`src/rtl/sprite_pkg.sv`:
```
// Shared types, widths and attribute-word field positions for the sprite attribute fetch path.
package sprite_pkg;

  localparam int unsigned WORD_W = 32;
  localparam int unsigned RAM_AW = 8;
  localparam int unsigned LINE_W = 10;
  localparam int unsigned IDX_W  = 7;
  localparam int unsigned ADDR_W = 12;
  localparam int unsigned X_W    = 10;
  localparam int unsigned Y_W    = 10;
  localparam int unsigned ROW_W  = 6;

  // W0 (even word) field positions
  localparam int unsigned W0_ADDR_LSB = 0;
  localparam int unsigned W0_MODE_BIT = 15;
  localparam int unsigned W0_X_LSB    = 16;

  // W1 (odd word) field positions
  localparam int unsigned W1_Y_LSB      = 0;
  localparam int unsigned W1_HFLIP_BIT  = 16;
  localparam int unsigned W1_VFLIP_BIT  = 17;
  localparam int unsigned W1_Z_LSB      = 18;
  localparam int unsigned W1_COLL_LSB   = 20;
  localparam int unsigned W1_PAL_LSB    = 24;
  localparam int unsigned W1_WIDTH_LSB  = 28;
  localparam int unsigned W1_HEIGHT_LSB = 30;

  typedef enum logic [2:0] {
    IDLE,
    RD1,
    CHK,
    CAP,
    EMIT,
    FIN
  } fetch_state_t;

  typedef struct packed {
    logic [IDX_W-1:0]  idx;
    logic [ADDR_W-1:0] addr;
    logic              mode;
    logic [X_W-1:0]    x;
    logic [ROW_W-1:0]  row;
    logic [1:0]        width;
    logic              hflip;
    logic [1:0]        z;
    logic [3:0]        coll;
    logic [3:0]        pal;
  } sprite_rec_t;

  // Sprite height in lines for a 2-bit height code (8 << code).
  function automatic logic [6:0] height_px(input logic [1:0] code);
    return 7'(7'd8 << code);
  endfunction

endpackage

```
`src/rtl/sprite_line_hit.sv`:
```
// Combinational line/sprite intersection: visibility and vflip-corrected row for one sprite.
module sprite_line_hit
  import sprite_pkg::*;
(
  input  logic [LINE_W-1:0] line_i,
  input  logic [Y_W-1:0]    y_i,
  input  logic [1:0]        height_i,
  input  logic              vflip_i,
  input  logic [1:0]        z_i,
  output logic              visible_c,
  output logic [ROW_W-1:0]  row_c
);

  logic [LINE_W-1:0] diff;
  logic [LINE_W-1:0] h;

  // 10-bit wrap lets sprites with negative Y (stored as 1024-n) clip at the top.
  always_comb begin
    diff      = line_i - y_i;
    h         = LINE_W'(height_px(height_i));
    visible_c = (z_i != 2'd0) && (diff < h);
    row_c     = vflip_i ? ROW_W'(h - LINE_W'(1) - diff) : ROW_W'(diff);
  end

endmodule

```
`src/rtl/sprite_attr_fetch.sv`:
```
// Per-scanline sprite attribute scanner: emits decoded records of visible sprites on a valid/ready stream.
// Optional SPRITE_FETCH_OVERFLOW_EN adds a sticky overflow_o flag with overflow_clr_i.
module sprite_attr_fetch
  import sprite_pkg::*;
#(
  parameter int unsigned NUM_SPRITES  = 128,
  parameter int unsigned MAX_PER_LINE = 64
) (
  input  logic               clk_i,
  input  logic               rst_n_i,
  input  logic               enable_i,
  input  logic               line_start_i,
  input  logic [LINE_W-1:0]  line_i,
  output logic [RAM_AW-1:0]  rd_addr_o,
  output logic               rd_en_o,
  input  logic [WORD_W-1:0]  rd_data_i,
  output logic               spr_valid_o,
  input  logic               spr_ready_i,
  output logic [IDX_W-1:0]   spr_idx_o,
  output logic [ADDR_W-1:0]  spr_addr_o,
  output logic               spr_mode_o,
  output logic [X_W-1:0]     spr_x_o,
  output logic [ROW_W-1:0]   spr_row_o,
  output logic [1:0]         spr_width_o,
  output logic               spr_hflip_o,
  output logic [1:0]         spr_z_o,
  output logic [3:0]         spr_coll_o,
  output logic [3:0]         spr_pal_o,
  output logic               busy_o,
  output logic               done_o
`ifdef SPRITE_FETCH_OVERFLOW_EN
  ,
  input  logic               overflow_clr_i,
  output logic               overflow_o
`endif
);

  localparam int unsigned CNT_W = $clog2(MAX_PER_LINE + 1);

  fetch_state_t      state_q, state_d;
  logic [IDX_W-1:0]  idx_q, idx_d;
  logic [CNT_W-1:0]  emitted_q, emitted_d, emitted_inc;
  logic [LINE_W-1:0] line_q, line_d;
  sprite_rec_t       rec_q, rec_d;
  logic [RAM_AW-1:0] rd_addr_q, rd_addr_d;
  logic              valid_q, valid_d;
  logic              busy_q, busy_d;
  logic              done_q, done_d;
  logic              start, last_idx, limit_hit;
  logic              hit_visible;
  logic [ROW_W-1:0]  hit_row;
  logic              unused_bits;
`ifdef SPRITE_FETCH_OVERFLOW_EN
  logic              ovf_q, ovf_d;
`endif

  assign start       = line_start_i && enable_i;
  assign emitted_inc = emitted_q + CNT_W'(1);
  assign last_idx    = (idx_q == IDX_W'(NUM_SPRITES - 1));
  assign limit_hit   = (emitted_inc == CNT_W'(MAX_PER_LINE));
  assign unused_bits = ^rd_data_i[14:12];

  sprite_line_hit u_hit (
    .line_i    (line_q),
    .y_i       (rd_data_i[W1_Y_LSB +: Y_W]),
    .height_i  (rd_data_i[W1_HEIGHT_LSB +: 2]),
    .vflip_i   (rd_data_i[W1_VFLIP_BIT]),
    .z_i       (rd_data_i[W1_Z_LSB +: 2]),
    .visible_c (hit_visible),
    .row_c     (hit_row)
  );

  // W0 read must be on the port during CHK, so its visibility-dependent strobe is decoded here.
  assign rd_en_o = (state_q == RD1) || ((state_q == CHK) && hit_visible);

  always_comb begin
    state_d   = state_q;
    idx_d     = idx_q;
    emitted_d = emitted_q;
    line_d    = line_q;
    rec_d     = rec_q;
    valid_d   = valid_q;
`ifdef SPRITE_FETCH_OVERFLOW_EN
    ovf_d     = overflow_clr_i ? 1'b0 : ovf_q;
`endif
    if (start) begin
      line_d    = line_i;
      idx_d     = '0;
      emitted_d = '0;
      valid_d   = 1'b0;
      state_d   = RD1;
    end else begin
      case (state_q)
        IDLE: state_d = IDLE;
        RD1:  state_d = CHK;
        CHK: begin
          if (hit_visible) begin
            rec_d.idx   = idx_q;
            rec_d.row   = hit_row;
            rec_d.width = rd_data_i[W1_WIDTH_LSB +: 2];
            rec_d.hflip = rd_data_i[W1_HFLIP_BIT];
            rec_d.z     = rd_data_i[W1_Z_LSB +: 2];
            rec_d.coll  = rd_data_i[W1_COLL_LSB +: 4];
            rec_d.pal   = rd_data_i[W1_PAL_LSB +: 4];
            state_d     = CAP;
          end else if (last_idx) begin
            state_d = FIN;
          end else begin
            idx_d   = idx_q + IDX_W'(1);
            state_d = RD1;
          end
        end
        CAP: begin
          rec_d.addr = rd_data_i[W0_ADDR_LSB +: ADDR_W];
          rec_d.mode = rd_data_i[W0_MODE_BIT];
          rec_d.x    = rd_data_i[W0_X_LSB +: X_W];
          valid_d    = 1'b1;
          state_d    = EMIT;
        end
        EMIT: begin
          if (spr_ready_i) begin
            valid_d   = 1'b0;
            emitted_d = emitted_inc;
            if (last_idx || limit_hit) begin
              state_d = FIN;
`ifdef SPRITE_FETCH_OVERFLOW_EN
              if (limit_hit && !last_idx) ovf_d = 1'b1;
`endif
            end else begin
              idx_d   = idx_q + IDX_W'(1);
              state_d = RD1;
            end
          end
        end
        FIN:     state_d = IDLE;
        default: state_d = IDLE;
      endcase
    end

    // Odd word on entry to RD1; even word is preloaded for CHK so a hit can read W0 at once.
    rd_addr_d = rd_addr_q;
    if (state_d == RD1) begin
      rd_addr_d = {idx_d, 1'b1};
    end else if (state_d == CHK) begin
      rd_addr_d = {idx_q, 1'b0};
    end
    busy_d = (state_d != IDLE);
    done_d = (state_d == FIN);
  end

  always_ff @(posedge clk_i or negedge rst_n_i) begin
    if (!rst_n_i) begin
      state_q   <= IDLE;
      idx_q     <= '0;
      emitted_q <= '0;
      line_q    <= '0;
      rec_q     <= '0;
      rd_addr_q <= '0;
      valid_q   <= 1'b0;
      busy_q    <= 1'b0;
      done_q    <= 1'b0;
`ifdef SPRITE_FETCH_OVERFLOW_EN
      ovf_q     <= 1'b0;
`endif
    end else begin
      state_q   <= state_d;
      idx_q     <= idx_d;
      emitted_q <= emitted_d;
      line_q    <= line_d;
      rec_q     <= rec_d;
      rd_addr_q <= rd_addr_d;
      valid_q   <= valid_d;
      busy_q    <= busy_d;
      done_q    <= done_d;
`ifdef SPRITE_FETCH_OVERFLOW_EN
      ovf_q     <= ovf_d;
`endif
    end
  end

  assign rd_addr_o   = rd_addr_q;
  assign spr_valid_o = valid_q;
  assign spr_idx_o   = rec_q.idx;
  assign spr_addr_o  = rec_q.addr;
  assign spr_mode_o  = rec_q.mode;
  assign spr_x_o     = rec_q.x;
  assign spr_row_o   = rec_q.row;
  assign spr_width_o = rec_q.width;
  assign spr_hflip_o = rec_q.hflip;
  assign spr_z_o     = rec_q.z;
  assign spr_coll_o  = rec_q.coll;
  assign spr_pal_o   = rec_q.pal;
  assign busy_o      = busy_q;
  assign done_o      = done_q;
`ifdef SPRITE_FETCH_OVERFLOW_EN
  assign overflow_o  = ovf_q;
`endif

endmodule

```
`config.mk`:
```
export PLATFORM = sky130hd
export DESIGN_NAME = sprite_attr_fetch
export DESIGN_NICKNAME = d
export VERILOG_FILES = /design/src/rtl/sprite_pkg.sv /design/src/rtl/sprite_line_hit.sv /design/src/rtl/sprite_attr_fetch.sv
export SDC_FILE = /design/constraint.sdc
export NUM_CORES = 1
export LEC_CHECK = 0
export CAP_MARGIN = 40
export CORE_MARGIN = 3
export CORE_UTILIZATION = 35
export CTS_BUF_LIST = sky130_fd_sc_hd__clkbuf_2 sky130_fd_sc_hd__clkbuf_4 sky130_fd_sc_hd__clkbuf_8
export CTS_CLUSTER_SIZE = 25
export DETAILED_ROUTE_END_ITERATION = 8
export GPL_TIMING_DRIVEN = 0
export PLACE_DENSITY_LB_ADDON = 0.05
export SYNTH_ARGS = -nofsm -noshare
export SYNTH_HDL_FRONTEND = slang
export SYNTH_SLANG_ARGS = --single-unit
```
`constraint.sdc`:
```
create_clock -name clk_i -period 6.05 [get_ports clk_i]
set_clock_uncertainty 0.1 [all_clocks]
set_input_delay 1.5125 -clock clk_i [delete_from_list [all_inputs] [get_ports clk_i]]
set_output_delay 1.5125 -clock clk_i [all_outputs]
set_load 0.03 [all_outputs]
```
; ---- After elaboration in Yosys (flattened, before gate mapping)
; Index checks and enable logic that the tools add are counted.
[totals]
regBits = 87
elab_cells = 72
input_bits = 47
[classes]
addsub = 5
reduce_logical = 15
n_lt_le_gt_ge = 1
n_eq_ne = 10
shift = 1
bitwise_logic = 1
n_mux = 21
[ops]
columns = cell, n
row1 = 7-bit two-way mux, 8
row2 = 8-bit two-way mux, 2
row3 = 3-bit two-way mux, 5
row4 = 7-bit by 1-bit adder with 7-bit output (second input constant), 2
row5 = 7-bit == test (second input constant), 2
row6 = 7-bit case mux with 2 select lines, 1
row7 = 3-bit case mux with 4 select lines, 1
row8 = 10-bit by 7-bit less-than comparator with 1-bit output, 1
row9 = 10-bit subtractor, 1
row10 = 3-bit by 2-bit == test with 1-bit output (second input constant), 3
row11 = 2-bit nonzero test, 4
row12 = 4-bit by 2-bit left shift with 7-bit output (first input constant), 1
row13 = 3-bit by 1-bit == test with 1-bit output (second input constant), 2
row14 = 3-bit == test (second input constant), 2
row15 = 6-bit two-way mux, 1
row16 = 2-bit AND reduction, 3
row17 = 3-bit nonzero test, 2
row18 = 6-bit by 1-bit subtractor with 6-bit output (second input constant), 1
row19 = 6-bit subtractor, 1
row20 = 1-bit logical AND, 3
row21 = 3-bit inequality test (second input constant), 1
row22 = 3-bit AND reduction, 1
row23 = 1-bit logical OR, 2
row24 = 1-bit two-way mux, 2
row25 = 2 further kinds, 2

; ---- Depth between registers and ports, before layout
; Gate-level depths: netlist (run 1).
[logic_depth]
word_depth = 10
ltp_mapped = 18

; ---- Hierarchy
; From an unflattened synthesis (run 1), not the netlist that was laid out.
[hier_totals]
cells_unflattened = 437
area_unflattened_um2 = 4660.7
[by_module_without_submodules]
columns = module, cells_each, instances, area_per_inst_um2, seq_area_each_um2
row1 = sprite_attr_fetch, 337, 1, 3932.5, 2177.1
row2 = sprite_line_hit, 100, 1, 728.2, 0.0

; ---- Worst setup path after synthesis (run 1)
; OpenSTA, ideal clock, no wires.
[synth_path]
path_type = in2out
start = input rd_data_i[0]
end = output rd_en_o
path_buffers = 0
t_arrival_ns = 4.706
setup_slack_ns = -0.268
required_ns = 4.438
path_stages = 15
path_cell_list = ha_1 > inv_1 > fa_1 > a211o_1 > and3_1 > o21a_1 > nor2_1 > xnor2_1 > ha_1 > a21o_1 > a2111oi_0 > o41ai_1 > a41oi_1 > nand4_1 > a21oi_1
[synth_via]
elab_chain_len = 5
[synth_rtl]
columns = element, line
row1 = "start, declared", sprite_attr_fetch.sv:16  ; input logic [WORD_W-1:0] rd_data_i,
row2 = 10-bit subtractor, sprite_line_hit.sv:19  ; diff = line_i - y_i;
row3 = 10-bit by 7-bit less-than comparator with 1-bit output, sprite_line_hit.sv:21  ; visible_c = (z_i != 2'd0) && (diff < h);
row4 = 1-bit logical AND, sprite_line_hit.sv:21
row5 = 1-bit logical AND, sprite_attr_fetch.sv:74  ; assign rd_en_o = (state_q == RD1) || ((state_q == CHK) && hit_visible);
row6 = 1-bit logical OR, sprite_attr_fetch.sv:74
row7 = "end, declared", sprite_attr_fetch.sv:15  ; output logic rd_en_o,
; Every way passes these cells.

; ---- Worst setup path after layout (run 1)
[layout_path]
start = input rd_data_i[2]
end = output rd_en_o
; Same word-level chain as after synthesis.

==> results of run 1 <==
[sequential cells by signal, indices dropped and copies added (netlist names)]
| name | flops |
|---|---|
| spr_mode_o | 1 |
| spr_coll_o | 4 |
| rd_addr_o | 8 |
| spr_x_o | 10 |
| spr_hflip_o | 1 |
| spr_pal_o | 4 |
| done_o | 1 |
| line_q | 10 |
| state_q | 3 |
| spr_idx_o | 7 |
| spr_addr_o | 12 |
| emitted_q | 7 |
| spr_row_o | 6 |
| spr_valid_o | 1 |
| busy_o | 1 |
| spr_z_o | 2 |
| spr_width_o | 2 |
| idx_q | 7 |
[what timing repair did]
action | 4_1_cts | 5_1_grt
resized for setup | 31 | 5
hold buffers | 0 | 0
buffers inserted | 15 | 0
pin swaps | 11 | 10
setup endpoints to repair | 1 | 1
[cells in the final DEF, fill, tap and decap left out, types with 4 or more instances in the layout]
cell type and n:
ha_1 12, nor2_1 18, a21o_1 5, clkbuf_8 9, or2_2 5, clkbuf_1 11, o21ai_0 13, xnor2_1 9
nand3_1 5, nand4_1 4, mux2_2 30, buf_4 16, or3_1 5, nand2b_1 4, o221ai_1 6, dfrtp_1 87
inv_1 25, xor2_1 7, nand2_1 52, a21oi_1 10, nor3_1 7, clkdlybuf4s50_1 97, inv_2 4, ha_4 4
nor2b_1 4, mux2_4 20
[final cells by class]
type / instances / area share (%)
Sequential cell: 87 / 35.5
Multi-Input combinational cell: 272 / 35.4
Clock buffer: 10 / 2.14
Buffer: 13 / 1.04
Timing Repair Buffer: 119 / 19.0
Clock inverter: 6 / 1.77
Tap cell: 168 / 3.43
Inverter: 29 / 1.77
[logic make-up after synthesis]
logic type	Yosys count	share of synthesized area, %
and+or+nand+nor	119	13.0
DFF	87	49.4
AOI/OAI and AO/OA	68	10.6
muxes	52	14.9
buffers and inverters	42	3.92
adders and majority gates	17	5.00
xor gates and xnor gates	16	3.18
[layer usage]
layer / vias to the layer above / routed length, um / global-route usage [%]
met4: 0 / 242 / 6.81
met5: - / 0 / 0
met2: 108 / 4620 / 23.7
met3: 18 / 864 / 5.65
li1: 1664 / - / -
met1: 1634 / 4820 / 20.5
[stage by stage]
step                TNS [ps]  setup slack [ps]  cell area, um2  hold WS, ps  power, mW
finish                 -76.4             -76.4            6140          382       2.31
global route            -188              -188            6140          404       2.45
CTS                     -290              -290            6120          388       2.33
detailed placement     -1430             -1430            5690          368       1.76
global placement       -1450             -1450            5670          366       1.75
floorplan                  0              34.9            4430          350       1.38
[final timing paths]
kind / from / cells past startpoint / endpoint
max: rd_data_i[2] / 16 / rd_en_o
min: rd_addr_o[0] / 1 / rd_addr_o[0]
max reg2reg: line_q[0] / 26 / done_o
min reg2reg: rd_addr_o[0] / 1 / rd_addr_o[0]
max in group asynchronous: rst_n_i / 2 / spr_valid_o
min in group asynchronous: rst_n_i / 1 / spr_coll_o[3]
[power by group through the flow]
stage	logic [mW]	clock network [mW]	registers [mW]
6_report	1.03	0.488	0.795
5_1_grt	1.10	0.534	0.815
4_1_cts	1.03	0.505	0.797
3_5_place_dp	0.957	0	0.806
3_3_place_gp	0.950	0	0.799
2_1_floorplan	0.327	0	1.05
==> flow_metrics.env, run 1 <==
export IMPL_grt_start_max_net_pins=46
export IMPL_synth_common_cells="87 x dfrtp_1, 52 x nand2_1, 30 x mux2_2, 29 x inv_1, 20 x mux2_4"
export IMPL_setup_viol=1
export IMPL_crit_path_max_fanout=4
export IMPL_routed_wl_um=10500
export IMPL_ys_ff_latch=87
export IMPL_cts_max_level=3
export IMPL_start_util_pct=36.2
export IMPL_utilization_pct=50.5
export IMPL_overflow=0
export IMPL_areaGrowthSynthToFinish_pct=39.2
export IMPL_min_period_ps=6130
export IMPL_num_vias=3424
export IMPL_fmax_mhz=163
export IMPL_grt_antenna_before_repair=0
export IMPL_nets=595
export IMPL_setup_worst_path_class="in -> out"
export IMPL_first_global_vias=3484
export IMPL_seq_power_share_pct=34.4
export IMPL_viasPerCell=4.86
export IMPL_gp_congestion=0.863
export IMPL_relSlewSlack_pct=45.6
export IMPL_grt_pass1_wl_um=17700
export IMPL_placement_io_buffers=103
export IMPL_drv_cap=0
export IMPL_arrival_ps=4510
export IMPL_path_cells="dlygate4sd2_1 -> inv_2 -> ha_4 -> a211o_1 -> and3_4 -> o21a_1 -> nor2_2 -> xnor2_1 -> ha_1 -> a21o_1 -> a2111oi_4 -> o41ai_2 -> a41oi_2 -> nand4_1 -> a21oi_4 -> buf_6"
export IMPL_p_switching_mw=0.823
export IMPL_violations="negative setup slack"
export IMPL_netlist_instances=401
export IMPL_clock_path_buffers=2
export IMPL_setup_ws_ps=-76.4
export IMPL_drt_iter0_drc=176
export IMPL_syn_num_nets=465
export IMPL_synthArstFlopShare_pct=100
export IMPL_reg2reg_setup_slack_ps=1130
export IMPL_critPathTopFamily="compound AO/OA/AOI/OAI gates"
export IMPL_multi_input_area_um2=2170
export IMPL_syn_area_per_cell_um2=11.0
export IMPL_yosys_top_cells_area="dfrtp_1 49%, mux2_2 7.7%, mux2_4 6.8%"
export IMPL_die_y_um=118
export IMPL_numCtsBuffers=9
export IMPL_fill_cells=1142
export IMPL_placed_cells=673
export IMPL_die_area_um2=14000
export IMPL_status="finished, violations left"
export IMPL_cp_num_buf_inv=3
export IMPL_coreArea_um2=12200
export IMPL_insertion_delay_ps=370
export IMPL_yosys_area_top_type="dfrtp_1"
export IMPL_yosys_warnings=0
export IMPL_drc=0
export IMPL_synth_flop_cell="dfrtp_1"
export IMPL_num_rows=40
export IMPL_cp_required_ps=4440
export IMPL_peakVddDrop_v=0.000192
export IMPL_cts_root_buffer="clkbuf_8"
export IMPL_synthDominantCellAreaShare_pct=49.4
export IMPL_yosys_cell_count_top_type="dfrtp_1"
export IMPL_hp_class="reg -> reg"
export IMPL_dp_hpwl_um=7680
export IMPL_diodes=0
export IMPL_netlist_area_um2=4410
export IMPL_synth_cell_types=53
export IMPL_final_hold_viol_count=0
export IMPL_io_pins=108
export IMPL_final_layout_size_suffix_gt1_share_pct=21.5
export IMPL_rsz0062_at_grt="yes"
export IMPL_final_cell_count_no_fill=704
export IMPL_combinationalPowerShare_pct=44.5
export IMPL_dieWidth_um=118
export IMPL_grt_use_total_pct=15.8
export IMPL_clock_power_share_pct=21.1
export IMPL_post_drt_wl_per_cell_um=15.0
export IMPL_ys_seq_area_share_pct=49.4
export IMPL_cts_tree="built"
export IMPL_cts_sinks=87
export IMPL_end_kind="output pin"
export IMPL_powerDensity_nw_per_um2=376
export IMPL_swShare_pct=35.6
export IMPL_cpPeakStageDelay_ps=310
export IMPL_ff_latch_area_um2=2180
export IMPL_drv_slew=0
export IMPL_synth_edf_count=0
export IMPL_ant_nets=0
export IMPL_final_period_utilization_pct=101
export IMPL_start_kind="input port"
export IMPL_slowest_stage="a211o_1"
export IMPL_p_int_mw=1.49
export IMPL_leakage_nw=2.78
export IMPL_clk_pin_slew_ps=80
export IMPL_worst_pin_slew_ps=816
export IMPL_drtPass1Iterations=4
No activity file was read; power rests on OpenSTA's default activity.
==> inputs of run 2 (changes only) <==
==> constraint.sdc (replaced) <==
create_clock -name clk_i -period 6.05 [get_ports clk_i]
set_clock_uncertainty 0.1 [all_clocks]
set_input_delay 1.5125 -clock clk_i [delete_from_list [all_inputs] [get_ports clk_i]]
set_output_delay 1.5125 -clock clk_i [all_outputs]
set_load 0.005 [all_outputs]
==> flow_metrics.env, run 2 (synthesis results as in run 1) <==
export IMPL_status="finished, violations left"
export IMPL_violations="negative setup slack"
export IMPL_cts_tree="built"
export IMPL_drv_cap=0
export IMPL_cts_root_buffer="clkbuf_8"
export IMPL_peakVddDrop_v=0.000167
export IMPL_power_total_mw=2.12
export IMPL_final_common_cell="clkdlybuf4s50_1"
export IMPL_drtPass1Iterations=4
export IMPL_whs_ps=384
export IMPL_num_vias=3403
export IMPL_setup_worst_path_class="in -> out"
export IMPL_die_y_um=118
export IMPL_reg2reg_setup_slack_ps=880
export IMPL_overflow=0
export IMPL_end_kind="output pin"
export IMPL_diodes=0
export IMPL_start_util_pct=36.2
export IMPL_crit_path_max_fanout=2
export IMPL_cts_hold_buffers=0
export IMPL_rsz0062_at_grt="yes"
export IMPL_final_hold_viol_count=0
export IMPL_clk_pin_slew_ps=80
export IMPL_critPathTopFamily="compound AO/OA/AOI/OAI gates"
export IMPL_final_layout_size_suffix_gt1_share_pct=22.6
export IMPL_coreArea_um2=12200
export IMPL_cp_required_ps=4440
export IMPL_multi_input_area_um2=2160
export IMPL_fill_cells=1135
export IMPL_grt_pass1_wl_um=17500
export IMPL_placement_io_buffers=103
export IMPL_cpPeakStageDelay_ps=330
export IMPL_areaGrowthSynthToFinish_pct=40.5
export IMPL_worst_pin_slew_ps=800
export IMPL_dieWidth_um=118
export IMPL_arrival_ps=4500
export IMPL_die_area_um2=14000
export IMPL_largest_register_ffs=12
export IMPL_drv_slew=0
export IMPL_first_global_vias=3515
export IMPL_setup_ws_ps=-58.0
export IMPL_cts_sinks=87
export IMPL_path_cells="buf_8 -> ha_4 -> inv_2 -> fa_2 -> a211o_1 -> and3_4 -> o21a_1 -> nor2_2 -> xnor2_2 -> ha_1 -> a21o_1 -> a2111oi_4 -> o41ai_2 -> a41oi_2 -> nand4_1 -> a21oi_2 -> buf_2"
export IMPL_cp_startpoint="rd_data_i[0]"
export IMPL_pre_cts_ws_ps=-1530
export IMPL_routed_wl_um=10500
export IMPL_nets=600
export IMPL_worst_path_stages=17
export IMPL_viasPerCell=4.80
export IMPL_setup_viol=1
export IMPL_clock_path_buffers=2
export IMPL_grt_use_total_pct=15.7
export IMPL_ff_latch_area_um2=2180
export IMPL_num_rows=40
export IMPL_min_period_ps=6110
export IMPL_cp_num_buf_inv=3
export IMPL_grt_start_max_net_pins=45
export IMPL_insertion_delay_ps=370
export IMPL_utilization_pct=50.9
export IMPL_start_kind="input port"
export IMPL_crit_path_end="rd_en_o"
export IMPL_regToRegEndpoint="rd_addr_o[2]"
export IMPL_relSlewSlack_pct=46.7
export IMPL_powerDensity_nw_per_um2=342
export IMPL_numCtsBuffers=9
export IMPL_layout_common_cells="96 x clkdlybuf4s50_1, 87 x dfrtp_1, 52 x nand2_1"
export IMPL_grt_antenna_before_repair=0
export IMPL_cts_max_level=3
export IMPL_fmax_mhz=164
export IMPL_hp_class="reg -> reg"
export IMPL_slowest_stage="fa_2"
export IMPL_io_pins=108
export IMPL_final_period_utilization_pct=101
export IMPL_post_drt_wl_per_cell_um=14.8
export IMPL_leakage_nw=2.83
export IMPL_drt_iter0_drc=269
export IMPL_r2r_cells=29
export IMPL_gp_congestion=0.868
export IMPL_drc=0
export IMPL_reg2reg_from="line_q[0]"
export IMPL_dp_hpwl_um=7720
export IMPL_ant_nets=0
run 2: through the flow:
step	TNS [ps]	instances	cell area, um2
floorplan	0	401	4410
global placement	-1620	672	5650
detailed placement	-1940	673	5670
CTS	-235	706	6160
global route	-218	709	6190
finish	-58.0	709	6190
run 2: routing by layer:
layer / wire, um / global-route usage [%] / vias to the layer above
li1: - / - / 1677
met1: 4870 / 20.0 / 1607
met2: 4600 / 23.9 / 100
met3: 767 / 4.93 / 19
met4: 279 / 8.28 / 0
met5: 0 / 0 / -
run 2: layout make-up:
type	count	share of cell area [%]
clock inverters	5	2.08
repair buffers	124	19.3
inverters	29	1.76
multi-input cells	272	34.9
flip-flops and latches	87	35.1
well taps	168	3.39
plain buffers	13	1.03
clock buffers	11	2.34
run 2: worst min-delay path, cell delays in order, from the launching register on:
cell and delay (ps):
dfrtp_1 350, nand2_1 50, nand2_1 50
run 2: power by group:
part           total [mW]  internal (mW)  switching (mW)
sequential          0.795          0.720          0.0747
combinational       0.785          0.495           0.290
clock               0.541          0.333           0.209
run 2: how the worst min path moves through the flow:
stage	slack, ps	endpoint	startpoint	cells after the start
final	380	line_q[7]	line_q[7]	2
after global routing	400	rd_addr_o[0]	rd_addr_o[0]	1
after CTS	390	rd_addr_o[0]	rd_addr_o[0]	1
after detailed placement	370	rd_addr_o[0]	rd_addr_o[0]	1
after global placement	370	line_q[6]	line_q[6]	2
after floorplan	350	line_q[2]	line_q[2]	2
run 2: timing repair:
| item | CTS | global route |
|---|---|---|
| setup endpoints to repair | 1 | 13 |
| setup buffers | 17 | 3 |
| gates resized for setup | 31 | 9 |
| pin swaps | 12 | 11 |
==> patch 1, RTL diff (config.mk and constraints of run 1) <==
The parameter `NUM_SPRITES` goes from 128 to 64.
--- a/src/rtl/sprite_attr_fetch.sv
+++ b/src/rtl/sprite_attr_fetch.sv
@@ -3,7 +3,7 @@
 module sprite_attr_fetch
   import sprite_pkg::*;
 #(
-  parameter int unsigned NUM_SPRITES  = 128,
+  parameter int unsigned NUM_SPRITES  = 64,
   parameter int unsigned MAX_PER_LINE = 64
 ) (
   input  logic               clk_i,
Function: no difference found for any inputs over 4 cycles, from zero or initial values and one cycle with rst_n_i low; that may be too few to reach the edited logic, so the function may still have changed.
==> patch 1 against run 1 <==
Power about the same; critical path type unchanged; largest cell class is now multi-input gates; maximum frequency up 3.6%; design area down 1.7%; utilization down 0.64 points; synthesized area down 0.43%; critical path depth down 1; via count up 0.47%; sequential share of layout area up 0.60 points; sequential cell count unchanged; setup slack better by 210 ps; wire length down 0.94%.
==> patch 1: results (changes against run 1) <==
Status -> complete, no violations (was finished, violations left)
Max IR drop VDD -> 0.0001501 V (was 0.0001920 V)
Crit-path max FO -> 3 (was 4)
Worst hold start -> spr_row_o[5] (was rd_addr_o[0])
Clock Path Buffers -> 2 (unchanged)
Worst-path clk slew -> 80 ps (about the same)
Initial DRT Pass Iterations -> 6 (was 4)
H-tree levels -> 3 (unchanged)
Post-Synth Adder-Cell Area -> 0.05017 (was 0.04996)
GRT Util Overall -> 0.1559 (was 0.1578)
CTS Root Cell -> clkbuf_8 (unchanged)
FFs w/ async S/R, synth -> 1.000 (unchanged)
Share of layout cells above drive strength 1 -> 0.1853 (was 0.2146)
CTS buffer count -> 9 (unchanged)
Antenna diode count -> 0 (unchanged)
Via-to-Cell Ratio -> 4.825 (was 4.864)
Reg2reg setup slack -> 2150 ps (was 1130 ps)
Post-synthesis mux area share -> 0.1152 (was 0.1493)
Max FFs per register -> 12 (unchanged)
Vias in the first global route -> 3,478 (was 3,484)
List of most frequent post-synthesis cells -> 87 x dfrtp_1, 64 x nand2_1, 32 x mux2_2 (was 87 x dfrtp_1, 52 x nand2_1, 30 x mux2_2)
DPL Wire Length -> 7745 um (was 7684 um)
XOR/XNOR share of the synthesized area -> 0.03763 (was 0.03179)
Min-Delay Path Class -> reg2reg (unchanged)
Synthesized net count -> 479 (was 465)
Max-slew headroom -> 0.4892 (was 0.4558)
Port buffer count -> 103 (unchanged)
Static leakage -> 2.715 nW (was 2.780 nW)
Post-synthesis sequential area ratio -> 0.4960 (was 0.4939)
Largest net degree at the start of global routing -> 59 (was 46)
Synth Area in Compound Gates -> 0.1263 (was 0.1056)
Starting DRT DRC Count -> 170 (was 176)
Sw power -> 0.0008935 W (was 0.0008231 W)
Routed len/inst -> 14.65 um (was 14.98 um)
First-pass GRT wire length -> 17,410 um (was 17,700 um)
Critical Path AT -> 4300 ps (was 4510 ps)
Worst hold slack -> 379.7 ps (was 382.3 ps)
FF-to-FF End -> spr_row_o[1] (was done_o)
Area contributors post-synth -> dfrtp_1 50%, mux2_2 8.2%, nand2_1 5.5% (was dfrtp_1 49%, mux2_2 7.7%, mux2_4 6.8%)
Antenna violations before repair -> 0 (unchanged)
Worst r2r src -> line_q[1] (was line_q[0])
Latest clock arrival within the worst-skew pair -> 370 ps (about the same)
Hold Path Depth -> 1 (unchanged)
Yosys cell types -> 51 (was 53)
DP Area -> 0.005660 sq mm (was 0.005692 sq mm)
RD Place Congestion -> 0.8749 (was 0.8634)
NumNets Final -> 604 (was 595)
R2R cell count -> 14 (was 26)
Worst hold endpoint -> spr_row_o[5] (was rd_addr_o[0])
Yosys warns -> 0 (unchanged)
-- patch 1: cell families after synthesis --
kind of cell | after synthesis
simple gates | 133
flops | 87
compound gates | 79
mux | 42
buf+inv | 39
xor+xnor | 18
fa+ha+maj | 17
-- patch 1: cell type report --
type	count	area, sq um
Buffer	15	72.57
Clock buffer	12	158.9
Clock inverter	4	20.02
Fill cell	1154	6077
Inverter	24	90.09
Multi-Input combinational cell	289	2178
Sequential cell	87	2177
Tap cell	168	210.2
Timing Repair Buffer	114	1127
-- patch 1: power groups by stage --
| stage | combinational [W] | sequential (W) | clock [W] |
|---|---|---|---|
| 3_5_place_dp | 0.00104 | 0.000849 | 0 |
| 3_3_place_gp | 0.00103 | 0.000842 | 0 |
| 4_1_cts | 0.00109 | 0.000840 | 0.000393 |
| 6_report | 0.00109 | 0.000837 | 0.000379 |
| 5_1_grt | 0.00117 | 0.000859 | 0.000417 |
| 2_1_floorplan | 0.000333 | 0.00113 | 0 |
-- patch 1: worst max path at each step --
| stage | slack (ps) | start | cells after the start | to |
|---|---|---|---|---|
| after CTS | 10 | rd_data_i[0] | 15 | rd_en_o |
| final | 140 | rd_data_i[0] | 15 | rd_en_o |
| after detailed placement | -970 | rd_data_i[1] | 17 | rd_en_o |
| after floorplan | 290 | rd_data_i[1] | 15 | rd_en_o |
| after global placement | -950 | rd_data_i[1] | 17 | rd_en_o |
| after global routing | 5 | rd_data_i[0] | 13 | rd_en_o |
-- patch 1: metrics by stage --
stage | instances | worst slack [ps] | total power, W
after detailed placement | 688 | -969.0 | 0.001889
after global routing | 713 | 4.863 | 0.002443
after global placement | 686 | -946.6 | 0.001872
after CTS | 710 | 11.54 | 0.002318
final | 713 | 137.6 | 0.002308
after floorplan | 415 | 292.9 | 0.001459
-- patch 1: timing repair --
item	in CTS	in global routing
endpoints found under the setup margin	1	1
gates resized for setup	25	8
endpoints found under the hold margin	0	0
pin swaps	12	12
buffers inserted	6	3
-- patch 1: routing by layer --
metal	global-route usage	wire, um	up-vias
met5	0	0	-
met4	0.07253	263	0
met3	0.04133	576	18
met2	0.2325	4561	103
met1	0.2116	5044	1618
li1	-	-	1701
-- patch 1: worst max-delay path: stages --
cell and delay [ps]:
clkdlybuf4s50_1 490, ha_2 210, nor2b_4 40, o31a_1 330, o21a_1 190, nor2_2 120
xnor2_2 80, ha_1 340, a21oi_2 140, o21ai_2 80, o2bb2ai_4 160, nor3_4 180
a21oi_2 100, nor2_1 130, buf_4 180
==> patch 2, RTL diff (settings of run 1) <==
Made on the original files. Make the reset (`rst_n_i`) synchronous in one clocked block.
--- a/src/rtl/sprite_attr_fetch.sv
+++ b/src/rtl/sprite_attr_fetch.sv
@@ -148,7 +148,7 @@
     done_d = (state_d == FIN);
   end
 
-  always_ff @(posedge clk_i or negedge rst_n_i) begin
+  always_ff @(posedge clk_i) begin
     if (!rst_n_i) begin
       state_q   <= IDLE;
       idx_q     <= '0;
Function: differs if rst_n_i is asserted again (counterexample within 4 cycles, from zero or initial values and one cycle with rst_n_i low); with rst_n_i held inactive, the same outputs for 4 cycles.
==> patch 2 against run 1 <==
Worst hold slack lost 27 ps; maximum frequency grew 4.1%; critical path depth grew 3; synthesized area shrank 5.4%; design area shrank 4.8%; wire length grew 14%; non-clock buffer count grew 20; highest routed layer unchanged; critical endpoint unchanged; via count grew 17%; sequential cell count is the same; utilization grew 0.28 points; register-to-register slack gained 120 ps; setup slack gained 240 ps.
Power is not compared: it rests on default switching activity, and its combinational part moved more than twofold at a synthesized area within 25%.
==> patch 2: results (changes against run 1) <==
Count leader, synth -> nand2_1 (was dfrtp_1)
Status -> complete, no violations (was finished, violations left)
Max-slew headroom -> 0.4929 (was 0.4558)
Vias -> 4,014 (was 3,424)
Vias in the first global route -> 3,829 (was 3,484)
Crit-path max FO -> 2 (was 4)
Post-synthesis sequential area ratio -> 0.4178 (was 0.4939)
Share of layout cells above drive strength 1 -> 0.1190 (was 0.2146)
R2R cell count -> 29 (was 26)
Routed len/inst -> 14.76 um (was 14.98 um)
NumNets Final -> 732 (was 595)
Largest net degree at the start of global routing -> 14 (was 46)
Via-to-Cell Ratio -> 4.925 (was 4.864)
Min-Delay Path Class -> reg2reg (unchanged)
FF-to-FF End -> rd_addr_o[6] (was done_o)
Critical Path AT -> 4270 ps (was 4510 ps)
Worst hold start -> spr_idx_o[6] (was rd_addr_o[0])
DP Area -> 0.005388 sq mm (was 0.005692 sq mm)
Inst Count DP -> 777 (was 673)
GRT Util Overall -> 0.1862 (was 0.1578)
Worst hold endpoint -> spr_idx_o[6] (was rd_addr_o[0])
CP max stage delay -> 340 ps (was 310 ps)
Fill count -> 1,159 (was 1,142)
Post-synthesis average cell area -> 7.866 sq um (was 10.99 sq um)
Hold Path Depth -> 2 (was 1)
Multi-input combinational cell area -> 0.002356 sq mm (was 0.002170 sq mm)
Starting DRT DRC Count -> 208 (was 176)
RD Place Congestion -> 0.8694 (was 0.8634)
List of most frequent post-synthesis cells -> 141 x nand2_1, 87 x dfxtp_1, 70 x a21oi_1 (was 87 x dfrtp_1, 52 x nand2_1, 30 x mux2_2)
Reg2reg setup slack -> 1250 ps (was 1130 ps)
Slowest CP cell -> fa_2 (was a211o_1)
FFs w/ async S/R, synth -> 0 (was 1.000)
Synthesized net count -> 594 (was 465)
Area contributors post-synth -> dfxtp_1 42%, nand2_1 13%, a21oi_1 8.4% (was dfrtp_1 49%, mux2_2 7.7%, mux2_4 6.8%)
Port buffer count -> 103 (unchanged)
## patch 2: cell count changes after synthesis, moves of 10 or more
| cell | run 1 | this run |
|---|---|---|
| nor2_1 | 19 | 29 |
| dfxtp_1 | 0 | 87 |
| clkbuf_1 | 11 | 22 |
| mux2_2 | 30 | 1 |
| mux2_4 | 20 | 0 |
| nand2_1 | 52 | 141 |
| dfrtp_1 | 87 | 0 |
| inv_1 | 29 | 18 |
| a21oi_1 | 12 | 70 |
## patch 2: routing by layer
| layer | GRT usage | part of all wire | routed length [um] |
|---|---|---|---|
| met5 | 0 | 0 | 0 |
| met2 | 0.2994 | 0.46 | 5539 |
| met1 | 0.2449 | 0.46 | 5594 |
| met4 | 0.05556 | 0.012 | 144 |
| met3 | 0.05053 | 0.063 | 755 |
## patch 2: power groups by stage
| stage | clock [W] | combinational, W | sequential [W] |
|---|---|---|---|
| global route | 0.000435 | 0.000205 | 0.000584 |
| global placement | 0 | 0.000161 | 0.000596 |
| floorplan | 0 | 0.0000939 | 0.000600 |
| detailed placement | 0 | 0.000163 | 0.000596 |
| finish | 0.000398 | 0.000185 | 0.000583 |
| CTS | 0.000413 | 0.000179 | 0.000583 |
## patch 2: final cells by class
| type | instances | share of cell area |
|---|---|---|
| multi-input combinational | 400 | 0.4032 |
| sequential | 87 | 0.2981 |
| timing repair buffer | 127 | 0.2060 |
| tap | 143 | 0.03062 |
| clock buffer | 11 | 0.02377 |
| buffer | 25 | 0.01863 |
| inverter | 18 | 0.01156 |
| clock inverter | 4 | 0.008137 |
## patch 2: cells by family (layout without fill, tap and decap cells)
kind of cell | after synthesis | in the layout | synth area share
AND/OR/NAND/NOR | 230 | 230 | 0.2440
AO/OA/AOI/OAI | 128 | 128 | 0.1894
flip-flops | 87 | 87 | 0.4178
buffers and inverters | 43 | 185 | 0.04231
XOR/XNOR | 22 | 22 | 0.04622
adder cells (fa/ha/maj) | 17 | 17 | 0.05282
multiplexers | 3 | 3 | 0.007503
## patch 2: what timing repair did
action                                 4_1_cts  5_1_grt
buffers inserted                            18        5
endpoints found under the hold margin        0        0
setup endpoints to repair                    1        1
pin swaps                                   13       13
gates resized for setup                     33       10
## patch 2: worst max-delay path by stage
| stage | start | to | slack [ps] |
|---|---|---|---|
| after global placement | rd_data_i[0] | rd_en_o | -1240 |
| after global routing | rd_data_i[0] | rd_en_o | -7 |
| after floorplan | rd_data_i[0] | rd_en_o | 170 |
| final | rd_data_i[0] | rd_en_o | 170 |
| after CTS | rd_data_i[1] | rd_en_o | 20 |
| after detailed placement | rd_data_i[0] | rd_en_o | -1220 |
## patch 2: metrics by stage
step	hold slack, ps	setup slack, ps
finish	355.8	166.2
global route	369.3	-7.156
CTS	358.8	17.18
detailed placement	347.0	-1224
global placement	342.1	-1237
floorplan	336.3	173.2
